<file path="src/rtl/box_filter_kxk_if.sv">
// Column-in / pixel-out stream bundle for box_filter_kxk.
// i_* fields are driven towards the filter, o_* fields come back from it.
interface box_filter_kxk_if #(
  parameter int PIX_W = 8,
  parameter int K     = 3
);
  logic [K*PIX_W-1:0] i_pixel_col;
  logic               i_sol;
  logic [1:0]         i_mode;
  logic               i_pixel_valid;
  logic               o_pixel_ack;
  logic [PIX_W-1:0]   o_pixel;
  logic               o_pixel_valid;
  logic               i_pixel_ack;

  modport master (
    output i_pixel_col, i_sol, i_mode, i_pixel_valid, i_pixel_ack,
    input  o_pixel_ack, o_pixel, o_pixel_valid
  );

  modport slave (
    input  i_pixel_col, i_sol, i_mode, i_pixel_valid, i_pixel_ack,
    output o_pixel_ack, o_pixel, o_pixel_valid
  );
endinterface

</file>
<file path="src/rtl/box_filter_kxk.sv">
// Sliding KxK window filter: rounded mean, centre passthrough or max.
// Four-stage pipeline (window, column reduce, total, output) with global stall.
module box_col_reduce #(
  parameter int PIX_W = 8,
  parameter int K     = 3,
  parameter int SUM_W = 12
) (
  input  logic [K-1:0][PIX_W-1:0] col,
  output logic [SUM_W-1:0]        sum,
  output logic [PIX_W-1:0]        peak
);
  always_comb begin
    sum  = '0;
    peak = '0;
    for (int r = 0; r < K; r++) begin
      sum = sum + SUM_W'(col[r]);
      if (col[r] > peak) peak = col[r];
    end
  end
endmodule

module box_filter_kxk #(
  parameter  int PIX_W = 8,
  parameter  int K     = 3,
  localparam int SUM_W = PIX_W + $clog2(K*K)
) (
  input logic         i_clk,
  input logic         i_rst_n,
  box_filter_kxk_if.slave bus
);
  localparam int KK     = K * K;
  localparam int CTR    = (K - 1) / 2;
  localparam int CNT_W  = $clog2(K + 1);
  localparam int STAGES = 3;

  logic en, in_xfer;
  logic [STAGES:0]        vld_pipe;   // [0] window stage, [STAGES] output register
  logic [STAGES-1:0][1:0] mode_pipe;
  logic [CNT_W-1:0]       cnt, cnt_nxt;

  // win[c][r]: column 0 is the newest, row 0 is the top row
  logic [K-1:0][K-1:0][PIX_W-1:0] win;

  logic [K-1:0][SUM_W-1:0] col_sum, col_sum_q;
  logic [K-1:0][PIX_W-1:0] col_max, col_max_q;
  logic [PIX_W-1:0]        ctr2_q, ctr3_q, max3_q, pix_q;
  logic [SUM_W-1:0]        tot, tot_q, rnd;
  logic [PIX_W-1:0]        peak;

  assign en                = ~vld_pipe[STAGES] | bus.i_pixel_ack;
  assign in_xfer           = bus.i_pixel_valid & en;
  assign bus.o_pixel_ack   = en;
  assign bus.o_pixel_valid = vld_pipe[STAGES];
  assign bus.o_pixel       = pix_q;

  always_comb begin
    cnt_nxt = cnt;
    if (bus.i_sol)                cnt_nxt = CNT_W'(1);
    else if (cnt != CNT_W'(K))    cnt_nxt = cnt + 1'b1;
  end

  // Window, prime counter and token bookkeeping
  always_ff @(posedge i_clk or negedge i_rst_n) begin
    if (!i_rst_n) begin
      win       <= '0;
      cnt       <= '0;
      vld_pipe  <= '0;
      mode_pipe <= '0;
    end else if (en) begin
      vld_pipe  <= {vld_pipe[STAGES-1:0], in_xfer && (cnt_nxt == CNT_W'(K))};
      mode_pipe <= {mode_pipe[STAGES-2:0], in_xfer ? bus.i_mode : mode_pipe[0]};
      if (in_xfer) begin
        cnt    <= cnt_nxt;
        win[0] <= bus.i_pixel_col;
        for (int c = 1; c < K; c++) win[c] <= bus.i_sol ? '0 : win[c-1];
      end
    end
  end

  for (genvar c = 0; c < K; c++) begin : g_col
    box_col_reduce #(.PIX_W(PIX_W), .K(K), .SUM_W(SUM_W)) u_red (
      .col  (win[c]),
      .sum  (col_sum[c]),
      .peak (col_max[c])
    );
  end

  always_comb begin
    tot  = '0;
    peak = '0;
    for (int c = 0; c < K; c++) begin
      tot = tot + col_sum_q[c];
      if (col_max_q[c] > peak) peak = col_max_q[c];
    end
  end

  // Round half up; the quotient never exceeds the largest pixel value
  assign rnd = tot_q + SUM_W'(KK / 2);

  always_ff @(posedge i_clk or negedge i_rst_n) begin
    if (!i_rst_n) begin
      col_sum_q <= '0;
      col_max_q <= '0;
      ctr2_q    <= '0;
      tot_q     <= '0;
      max3_q    <= '0;
      ctr3_q    <= '0;
      pix_q     <= '0;
    end else if (en) begin
      col_sum_q <= col_sum;
      col_max_q <= col_max;
      ctr2_q    <= win[CTR][CTR];
      tot_q     <= tot;
      max3_q    <= peak;
      ctr3_q    <= ctr2_q;
      case (mode_pipe[STAGES-1])
        2'd1:    pix_q <= ctr3_q;
        2'd2:    pix_q <= max3_q;
        default: pix_q <= PIX_W'(rnd / SUM_W'(KK));
      endcase
    end
  end
endmodule

</file>
<file path="src/flat_wrapper.sv">
// flat-port wrapper written by rule: the top's interface ports become plain ports
module box_filter_kxk_flat 
#(
  parameter  int PIX_W = 8,
  parameter  int K     = 3,
  localparam int SUM_W = PIX_W + $clog2(K*K)
)
  (i_clk, i_rst_n, bus_i_pixel_col, bus_i_sol, bus_i_mode, bus_i_pixel_valid, bus_i_pixel_ack, bus_o_pixel_ack, bus_o_pixel, bus_o_pixel_valid);
  box_filter_kxk_if #(.PIX_W(PIX_W), .K(K)) bus_i ();
  input logic i_clk;
  input logic i_rst_n;
  input wire logic [$bits(bus_i.i_pixel_col)-1:0] bus_i_pixel_col;
  input wire logic [$bits(bus_i.i_sol)-1:0] bus_i_sol;
  input wire logic [$bits(bus_i.i_mode)-1:0] bus_i_mode;
  input wire logic [$bits(bus_i.i_pixel_valid)-1:0] bus_i_pixel_valid;
  input wire logic [$bits(bus_i.i_pixel_ack)-1:0] bus_i_pixel_ack;
  output wire logic [$bits(bus_i.o_pixel_ack)-1:0] bus_o_pixel_ack;
  output wire logic [$bits(bus_i.o_pixel)-1:0] bus_o_pixel;
  output wire logic [$bits(bus_i.o_pixel_valid)-1:0] bus_o_pixel_valid;
  assign bus_i.i_pixel_col = bus_i_pixel_col;
  assign bus_i.i_sol = bus_i_sol;
  assign bus_i.i_mode = bus_i_mode;
  assign bus_i.i_pixel_valid = bus_i_pixel_valid;
  assign bus_i.i_pixel_ack = bus_i_pixel_ack;
  assign bus_o_pixel_ack = bus_i.o_pixel_ack;
  assign bus_o_pixel = bus_i.o_pixel;
  assign bus_o_pixel_valid = bus_i.o_pixel_valid;
  box_filter_kxk #(.PIX_W(PIX_W), .K(K)) u_core (.i_clk(i_clk), .i_rst_n(i_rst_n), .bus(bus_i));
endmodule
</file>
<file path="config.mk">
export PLATFORM = sky130hd
export DESIGN_NAME = box_filter_kxk_flat
export DESIGN_NICKNAME = d
export VERILOG_FILES = /design/src/rtl/box_filter_kxk_if.sv /design/src/rtl/box_filter_kxk.sv /design/src/flat_wrapper.sv
export SDC_FILE = /design/constraint.sdc
export NUM_CORES = 1
export LEC_CHECK = 0
export ABC_AREA = 1
export CORE_MARGIN = 5
export CORE_UTILIZATION = 35
export DETAILED_ROUTE_END_ITERATION = 10
export GPL_TIMING_DRIVEN = 0
export HOLD_SLACK_MARGIN = 0.02
export PLACE_DENSITY = 0.52
export SYNTH_ARGS = -nofsm -noshare
export SYNTH_HDL_FRONTEND = slang
export SYNTH_SLANG_ARGS = --single-unit
export TNS_END_PERCENT = 10
</file>
<file path="constraint.sdc">
create_clock -name i_clk -period 9.8 [get_ports i_clk]
set_input_delay 0.98 -clock i_clk [delete_from_list [all_inputs] [get_ports i_clk]]
set_output_delay 0.98 -clock i_clk [all_outputs]
set_load 0.005 [all_outputs]
</file>
==> summary.md <==
| Metric | Value |
|---|---|
| CP Capture Type | `register` |
| Clock-pin slew on the worst setup and hold paths | `around 0.07 ns` |
| Synth area leaders | `dfrtp_1, nand2_1, ha_1` |
| Largest net degree at the start of global routing | `approximately 120` |
| Area of the mapped netlist | `approximately 12000 µm²` |
| CP Launch Type | `register` |
| Post-synthesis sequential area ratio | `between 30% and 40%` |
| Via count | `around 10k` |
| GP Congestion | `approximately 0.90` |
| Site Rows | `a little under 70` |
| Tmin final | `about 5.6 ns` |
| Dpl hpwl | `between 20 and 30 mm` |
| Hold crit path type | `reg -> reg` |
| Worst slew pin tran | `0.935 ns` |
| Yosys warns | `0` |
| Grt met3 use | `between 2 and 3%` |
| Layout cells sized above 1 | `6.70%` |
| Drt wl/cell | `17.1 µm` |
| CTS tree | `yes` |
| GRT met1 Usage | `between 20% and 30%` |
| Outcome | `finished clean` |
| Grt peak-use layer | `met2` |
| Ys flop type | `dfrtp_1` |
| Syn Area/Cell | `8.05 µm²` |
| Cts hold-fix bufs | `0` |
| I/O pin count | `41` |
| Routed Antenna Nets | `0` |
| Hold_ws | `about 0.47 ns` |
| TritonCTS Sinks | `between 150 and 200` |
| Antenna violations before repair | `0` |
| Grt met2 use | `between 30% and 40%` |
| CP Data Required Time | `10.13 ns` |
| Routed wire length | `34.7 mm` |
| Core ar. | `between 30000 and 40000 µm²` |
| Final Max Slew Viols | `0` |
| Leading area contributor after synthesis | `dfrtp_1` |
| CTS Buffer Depth | `2` |
| H-tree levels | `4` |
| Synth top cells by count | `nand2_1, o21ai_0, dfrtp_1, inv_1, ha_1` |
| Post-CTS Setup Repair Bufs | `0` |
| RSZ-0062 raised after global routing | `false` |
| P&R area growth vs syn | `13.4%` |
| Final hold violations | `0` |
| Number of diodes | `0` |
| CTS buffer count | `17` |
| Slowest stage delay, CP | `about 0.50 ns` |
| WP data arrival | `slightly below 6 ns` |
| Initial Utilization | `between 30% and 40%` |
| CTS-repair resized insts | `0` |
| Top cell by count, worst path | `nand2_2` |
| Asr flop ratio synth | `100%` |
| Overall Global Routing Usage | `a little under a fifth` |
| CTS root buf | `clkbuf_16` |
| First-pass GRT wire length | `between 50 and 60 mm` |
| Setup-failing EPs final | `0` |
| Die X | `195 µm` |
| Die height | `between 150 and 200 µm` |
| Cell with the most instances after synthesis | `nand2_1` |
| Initial DRC Count | `between 400 and 500` |
| Nets | `1724` |
| Count of cell types in the netlist | `45` |
| Worst skew pair latency | `approximately 0.45 ns` |
| Number of synthesized register bits | `approximately 180` |
| DIE AREA | `around 38000 µm²` |
| Max FO, Critical Path | `9` |
| DRT Pass-1 Iters | `7` |
| CP Class | `reg -> reg` |
| Routed vias/inst | `between 4 and 5` |
| Maxcap violations | `0` |
| Clk_skew | `roughly 0.012 ns` |
| Crit-path slowest cell | `dfrtp_1` |
| Syn Inst Count | `between 1k and 1.5k` |
| Vias in the first global route | `between 9k and 10k` |
| Post-synth EDFFs | `0` |
| Synth top area share | `approximately 38%` |
| Syn Nets | `approximately 1.7k` |
| Final period utilization | `57.4%` |
| Relative slew slack | `between 30% and 40%` |
| Remaining Overflow, GRT | `0` |
| Port Buffers | `40` |
| F_max | `approximately 180 MHz` |
| # DRC | `0` |
==> metal layers <==
metal	part of all wire, %	up-vias	routed length (µm)
li1	-	5039	-
met1	48	4828	16600
met2	46	189	16000
met3	3.6	41	1240
met4	2.5	0	863
met5	0	-	0
==> through the flow <==
step                worst slack [ns]  std cells  utilization (%)  setup TNS [ns]  instance area [µm²]
detailed placement              4.17       1991             38.0               0                13000
finish                          4.17       2022             39.8               0                13600
CTS                             4.13       2022             39.8               0                13600
global placement              -0.165       1990             37.9          -26.64                13000
global route                    3.56       2022             39.8               0                13600
floorplan                       5.11       1495                -               0                12000
==> path summary, 6_finish.rpt <==
path	cells after the start	from	slack [ns]	to
min in group asynchronous	1	i_rst_n	0.48	u_core.win[20]
hold reg to reg	1	u_core.vld_pipe[2]	0.47	u_core.vld_pipe[3]
setup / recovery	48	u_core.tot_q[2]	4.17	u_core.bus.o_pixel[0]
setup reg to reg	48	u_core.tot_q[2]	4.17	u_core.bus.o_pixel[0]
hold / removal	1	u_core.vld_pipe[2]	0.47	u_core.vld_pipe[3]
max in group asynchronous	2	i_rst_n	8.37	u_core.max3_q[5]
==> final cells by class <==
class / instances / area [µm²]
timing repair buffer: 41 / 433
buffer: 49 / 185
multi-input combinational: 1066 / 6550
inverter: 198 / 743
fill: 3568 / 20600
tap: 455 / 569
clock inverter: 12 / 166
clock buffer: 19 / 443
sequential: 182 / 4550
==> logic make-up after synthesis <==
| kind of cell | Yosys count | share of synthesized area (%) |
|---|---|---|
| fa+ha+maj | 138 | 16.7 |
| compound gates | 363 | 16.4 |
| simple gates | 548 | 20.1 |
| buf+inv | 247 | 7.71 |
| flops | 182 | 37.8 |
| xor+xnor | 17 | 1.30 |
==> critical path, delay by kind of cell (launching register included) <==
kind	cells	cell delay, ns
flip-flops	1	0.50
AND/OR/NAND/NOR	38	3.73
adder cells (fa/ha/maj)	2	0.49
AO/OA/AOI/OAI	2	0.30
buffers and inverters	6	0.46
==> flip-flops by register name, summed over array words and instances, names as in the netlist <==
signal,cells
u_core.win,72
u_core.ctr3_q,8
u_core.ctr2_q,8
u_core.cnt,2
u_core.max3_q,8
u_core.vld_pipe,4
u_core.col_sum_q,30
u_core.bus.o_pixel,8
u_core.col_max_q,24
u_core.tot_q,12
u_core.mode_pipe,6
==> placed cells by master (no fill, tap or decap), drive strengths merged, types with 2 or more instances in the layout <==
master	count
a21oi	69
nand4	22
o21ai	226
nand2	387
clkbuf	65
bufinv	3
inv	199
clkdlybuf4s50	39
a21boi	2
nor3	4
a31oi	4
o21bai	4
clkinv	7
o22ai	21
o211ai	26
buf	5
nor2	77
or2	5
xor2	9
dfrtp	182
fa	38
o221ai	2
o31ai	6
nand3	50
xnor2	8
ha	100
Power is not shown: default switching activity piles up to over one toggle a cycle in this logic, so the estimate is an artifact.
